**config.mk**
```make
export PLATFORM = sky130hd
export DESIGN_NAME = seq_detect_param
export DESIGN_NICKNAME = d
export VERILOG_FILES = /design/src/rtl/seq_detect_pkg.sv /design/src/rtl/seq_hist_reg.sv /design/src/rtl/seq_detect_param.sv
export SDC_FILE = /design/constraint.sdc
export NUM_CORES = 1
export LEC_CHECK = 0
export CAP_MARGIN = 5
export CORE_MARGIN = 2
export CORE_UTILIZATION = 35
export DETAILED_ROUTE_END_ITERATION = 10
export REMOVE_ABC_BUFFERS = 1
export SKIP_CTS_REPAIR_TIMING = 1
export SLEW_MARGIN = 25
export SYNTH_ARGS = -nofsm -noshare
export SYNTH_HDL_FRONTEND = slang
export SYNTH_HIERARCHICAL = 1
export SYNTH_SLANG_ARGS = --single-unit
```
**constraint.sdc**
```tcl
create_clock -name clk -period 2.2 [get_ports clk]
set_input_delay 0.44 -clock clk [delete_from_list [all_inputs] [get_ports clk]]
set_output_delay 0.44 -clock clk [all_outputs]
set_load 0.03 [all_outputs]
```
**src/rtl/seq_detect_pkg.sv**
```systemverilog
// Shared constants and helpers for the parametrised serial pattern detector.
package seq_detect_pkg;

    localparam logic OVL_ON  = 1'b1;
    localparam logic OVL_OFF = 1'b0;

    // Saturating increment for any counter up to 64 bits wide.
    function automatic logic [63:0] sat_inc(input logic [63:0] val, input int unsigned width);
        logic [63:0] max_v;
        max_v = (width >= 64) ? {64{1'b1}} : ((64'd1 << width) - 64'd1);
        return (val == max_v) ? val : val + 64'd1;
    endfunction

endpackage

```
**src/rtl/seq_hist_reg.sv**
```systemverilog
// Serial history shift register with a saturating count of bits received since the last clear.
module seq_hist_reg
    import seq_detect_pkg::*;
#(
    parameter int PAT_W = 4
) (
    input  logic             clk,
    input  logic             rst,
    input  logic             shift_en_i,
    input  logic             bit_i,
    input  logic             clr_i,
    output logic [PAT_W-1:0] hist_o,
    output logic             full_o
);

    localparam int FW = $clog2(PAT_W + 1);

    logic [PAT_W-1:0] hist_q, hist_d;
    logic [FW-1:0]    fill_q, fill_d;

    // Clear wins over shift so a non-overlap hit restarts the window cleanly.
    always_comb begin
        hist_d = hist_q;
        fill_d = fill_q;
        if (clr_i) begin
            hist_d = '0;
            fill_d = '0;
        end else if (shift_en_i) begin
            hist_d = {hist_q[PAT_W-2:0], bit_i};
            if (fill_q < FW'(PAT_W)) begin
                fill_d = fill_q + FW'(1);
            end
        end
    end

    always_ff @(posedge clk) begin
        if (rst) begin
            hist_q <= '0;
            fill_q <= '0;
        end else begin
            hist_q <= hist_d;
            fill_q <= fill_d;
        end
    end

    assign hist_o = hist_q;
    // High when the next shifted-in bit completes a window of real received bits.
    assign full_o = (fill_q >= FW'(PAT_W - 1));

endmodule

```
**src/rtl/seq_detect_param.sv**
```systemverilog
// Parametrised serial bit-pattern detector with runtime pattern/mode, registered match
// pulse and saturating match counter.
module seq_detect_param
    import seq_detect_pkg::*;
#(
    parameter int               PAT_W   = 4,
    parameter int               CNT_W   = 8,
    parameter logic [PAT_W-1:0] RST_PAT = PAT_W'(4'b1010)
) (
    input  logic             clk,
    input  logic             rst,
    input  logic             in_valid,
    input  logic             in_bit,
    input  logic             cfg_load,
    input  logic [PAT_W-1:0] cfg_pattern,
    input  logic             cfg_overlap,
    input  logic             cnt_clr,
    output logic             match,
    output logic [CNT_W-1:0] match_cnt,
    output logic             cnt_sat
);

    // Stream qualifier: in_bit is consumed on an edge only when in_valid=1 and
    // cfg_load=0; there is no back-pressure, every qualified bit is taken.

    logic [PAT_W-1:0] pattern_q, pattern_d;
    logic             overlap_q, overlap_d;
    logic             match_q, match_d;
    logic [CNT_W-1:0] match_cnt_q, match_cnt_d;
    logic             cnt_sat_q, cnt_sat_d;

    logic [PAT_W-1:0] hist;
    logic             hist_full;
    logic [PAT_W-1:0] next_hist;
    logic             take_bit;
    logic             hit;
    logic             hist_clr;
    logic             unused_hist_msb;

    assign take_bit        = in_valid && !cfg_load;
    assign next_hist       = {hist[PAT_W-2:0], in_bit};
    assign hit             = take_bit && hist_full && (next_hist == pattern_q);
    assign hist_clr        = cfg_load || (hit && (overlap_q == OVL_OFF));
    assign unused_hist_msb = hist[PAT_W-1];

    seq_hist_reg #(
        .PAT_W (PAT_W)
    ) u_hist (
        .clk        (clk),
        .rst        (rst),
        .shift_en_i (take_bit),
        .bit_i      (in_bit),
        .clr_i      (hist_clr),
        .hist_o     (hist),
        .full_o     (hist_full)
    );

    always_comb begin
        pattern_d   = pattern_q;
        overlap_d   = overlap_q;
        match_d     = hit;
        match_cnt_d = match_cnt_q;
        if (cfg_load) begin
            pattern_d = cfg_pattern;
            overlap_d = cfg_overlap;
        end
        // A coincident clear beats the increment; the match pulse is unaffected.
        if (cnt_clr) begin
            match_cnt_d = '0;
        end else if (hit) begin
            match_cnt_d = CNT_W'(sat_inc(64'(match_cnt_q), CNT_W));
        end
        cnt_sat_d = (match_cnt_d == {CNT_W{1'b1}});
    end

    always_ff @(posedge clk) begin
        if (rst) begin
            pattern_q   <= RST_PAT;
            overlap_q   <= OVL_ON;
            match_q     <= 1'b0;
            match_cnt_q <= '0;
            cnt_sat_q   <= 1'b0;
        end else begin
            pattern_q   <= pattern_d;
            overlap_q   <= overlap_d;
            match_q     <= match_d;
            match_cnt_q <= match_cnt_d;
            cnt_sat_q   <= cnt_sat_d;
        end
    end

    assign match     = match_q;
    assign match_cnt = match_cnt_q;
    assign cnt_sat   = cnt_sat_q;

endmodule

```
Word-level counts from Yosys, hierarchy flattened
Index checks and enable logic that the tools add are counted.
Storage, ports and cells
  register bits: 21
Cells by class
  add/subtract/negate cells: 2
  $lt $le $gt $ge: 2
  equality and inequality tests: 3
  mux-type cells: 3
  bitwise logic cells: 1
  reduce and logical (&&, ||, !) cells: 8
Operator list (count)
  $mux 8: 3
  $eq 8x8->1 const B: 2
  $add 8x1->8 const B: 1
  $eq 4x4->1: 1
  $logic_and 1x1->1: 4
  $add 3x1->3 const B: 1
  $ge 3x2->1 const B: 1
  $lt 3x3->1 const B: 1
  $reduce_and 2->1: 1
  $reduce_or 2->1: 1
  $logic_not 1->1: 1
  $logic_or 1x1->1: 1
  $not 1->1: 1

Depth between registers and ports, before layout
  word-level depth: 7
  depth in mapped cells: 9
  depth with buffers taken out: 8

By module
The synthesis kept the hierarchy.
By module, submodules not included
  seq_detect_param: times used 1, cells an instance 83, area each 785.8 µm², sequential area each 300.3 µm²
  seq_hist_reg: times used 1, cells an instance 29, area each 302.8 µm², sequential area each 140.1 µm²

Worst setup path before layout
Ideal clock, no wire load.
  path type: flip-flop to flip-flop
  start point: register match_cnt_q[0], in the netlist match_cnt[0]
  end point: register cnt_sat_q, in the netlist cnt_sat
  arrival time: 1.760 ns
  required time: 2.112 ns
  path slack: 0.353 ns
  cell stages (with the launch flop): 7
  clock period less this slack: 1.847 ns
  cell sequence: dfxtp_1 ha_1 nand3_1 o31ai_1 o31a_2 o21ai_0 nor4_2
On the way
  word-level cells in the longest chain between the ends: 5
Ends and longest elaborated chain
  start: declaration: RTL line seq_detect_param.sv:29  | logic [CNT_W-1:0] match_cnt_q, match_cnt_d;
  start signal: assignment: RTL line seq_detect_param.sv:87  | match_cnt_q <= match_cnt_d;
  $add 8x1->8 / $eq 8x8->1 (equally long branches): RTL line seq_detect_pkg.sv:11  | return (val == max_v) ? val : val + 64'd1;
  $mux 8: RTL line seq_detect_pkg.sv:11
  $mux 8 *: RTL line seq_detect_param.sv:70  | end else if (hit) begin
  $mux 8 *: RTL line seq_detect_param.sv:68  | if (cnt_clr) begin
  $eq 8x8->1 *: RTL line seq_detect_param.sv:73  | cnt_sat_d = (match_cnt_d == {CNT_W{1'b1}});
  end signal: assignment: RTL line seq_detect_param.sv:88  | cnt_sat_q <= cnt_sat_d;
  end: declaration: RTL line seq_detect_param.sv:30  | logic cnt_sat_q, cnt_sat_d;
Every way passes the cells marked *; elsewhere a longest branch is shown, timed or not.
A chain may end at the register's enable or synchronous reset.

Worst setup path after layout
  start point: register match_cnt_q[3], in the netlist match_cnt[3]
  end point: output match_cnt[3]
RTL lines
  end: declaration: RTL line seq_detect_param.sv:19  | output logic [CNT_W-1:0] match_cnt,
No word-level cell between the ends.

==> impl_metrics.toml <==
[outcome]
status = "complete, but fails checks"
failed_checks = "design-rule violations"

[global_route]
grt_max_degree = 13
first_global_vias = 820
grt_pass1_wl_mm = 3.44
grtUsageTotal = 0.133
overflow = 0
antenna_found_initial = 0

[logic_synthesis]
synth_area_mm2 = 0.00105
synthCells = 109
syn_avg_cell_area_um2 = 9.68
yosys_warnings = 6

[timing]
final.period_utilization = 0.876
slew_headroom = 0.656
drv_slew = 0
period_needed_ns = 1.93
finalHoldViolations = 0
rsz0062_at_grt = "false"
setup_violations = 0
fmax_mhz = 519
fin_skew_ns = 0.00665
worstMarginPinSlew_ns = 0.512

[drt]
wl_mm = 2.00
drt_pass1_iterations = 7
drc = 2
drtIter0Drc = 16
wl_per_cell_um = 12.3
vias = 824
ant_nets = 0
vias_per_cell = 5.06

[cells_and_area]
drive_gt1_frac = 0.136
fin_nets = 147
syn_to_final_growth_pct = 24.8
fin_area_mm2 = 0.00132
antenna_cells = 0
fin_util = 0.469

[clocking]
tritoncts = "done"
cts_inserted_buffers = 3
cts_buffer_depth = 2
clk_pin_slew_ns = 0.12
clock_sinks = 21
cts-root-buf = "clkbuf_4"
clock_latency_ns = 0.30
cts-htree-levels = 1

[pwr]
p_leak_nw = 0.454
ir_worst_vdd_uv = 341
power_density_mw_per_mm2 = 486

[worst_hold_path]
hold_path_class = "flip-flop to flip-flop"
hp-start = "u_hist/fill_q[2]"
min_to = "u_hist/fill_q[2]"
whs_path_depth = 2

[worst_setup_path]
worstSetupStartpointType = "flip-flop"
cpPeakStageDelay_ns = 0.72
worstRegToRegCells = 8
r2r_start = "u_hist/fill_q[0]"
reg2reg_to = "u_hist/fill_q[2]"
r2r_setup_slack_ns = 0.30
critPathMaxFanout = 6
end_kind = "output pin"
slowest_stage = "clkdlybuf4s50_1"
path_cells = "clkdlybuf4s50_1"
critical-path-top-delay-family = "buffers and inverters"
worstPathArrival_ns = 1.49
cp.buffers_inverters = 1
worstPathRequired_ns = 1.76
crit_type = "flip-flop to output pin"

[placed_design]
dpl_cell_area_mm2 = 0.00129
io_buffers = 20
gp_congestion = 0.856
hpwlAfterDp_mm = 1.55

[floorplan]
die_y_um = 58.9
num_io_pins = 21
dieArea_mm2 = 0.00347
die_w_um = 58.9
core_mm2 = 0.00281
start_util = 0.376
rows = 19

[job]
max-cap-violations = 0
==> metrics by stage <==
stage               hold WS, ns  total power (W)  worst slack, ns  instances  TNS (ns)
floorplan                 0.459         0.000431            0.353        104         0
global placement          0.487         0.000463           0.0245        159         0
detailed placement        0.495         0.000465          -0.0418        159    -0.195
CTS                       0.515         0.000654            0.276        163         0
global route              0.535         0.000677            0.105        163         0
finish                    0.519         0.000640            0.273        163         0
==> where the power goes <==
group / switching, W / total [W] / internal (W) / leakage [nW]
Sequential: 0.00000505 / 0.000393 / 0.000387 / 0.171
Combinational: 0.0000259 / 0.0000629 / 0.0000370 / 0.266
Clock: 0.000117 / 0.000185 / 0.0000678 / 0.0177
==> how the worst max path moves through the flow <==
stage,slack [ns],startpoint,depth (start not counted),endpoint
6_report,0.27,match_cnt[3],1,match_cnt[3]
5_1_grt,0.11,match_cnt[0],7,match_cnt[0]
4_1_cts,0.28,match_cnt[3],1,match_cnt[3]
3_5_place_dp,-0.04,in_bit,7,u_hist/hist_o[0]
3_3_place_gp,0.02,in_bit,7,u_hist/hist_o[0]
2_1_floorplan,0.35,match_cnt[0],6,cnt_sat
==> layer usage <==
layer	vias up	share of wire	GRT usage
li1	423	-	-
met1	378	0.46	0.153
met2	19	0.48	0.224
met3	4	0.042	0.0462
met4	0	0.019	0.0519
met5	-	0	0
==> final cells by class <==
type | count | area (µm²)
fill | 281 | 1490
inverter | 3 | 11.3
timing repair buffer | 24 | 230
multi-input combinational | 80 | 588
clock inverter | 1 | 5.00
tap | 31 | 38.8
sequential | 21 | 420
clock buffer | 3 | 22.5
==> placed cells by master (no fill, tap or decap), types with 2 or more instances in the layout <==
cell type        count
ha_1                 3
nand2_1              3
clkbuf_4             3
clkdlybuf4s50_1     20
dfxtp_1             21
a21oi_1              2
nor2b_1              4
nor3_1               2
nor4_2               2
inv_1                3
mux2i_1             10
a211o_1              4
xnor2_1              9
nand3_1              3
or2_2                2
nor2_1              16
nor4_1               4
buf_4                4
==> state kept, by name (all words and copies together), names as in the netlist <==
name	count
match_cnt	8
u_hist/hist_o	3
overlap_q	1
u_hist/fill_q	3
match	1
cnt_sat	1
pattern_q	4
(Power assumes the default switching activity.)
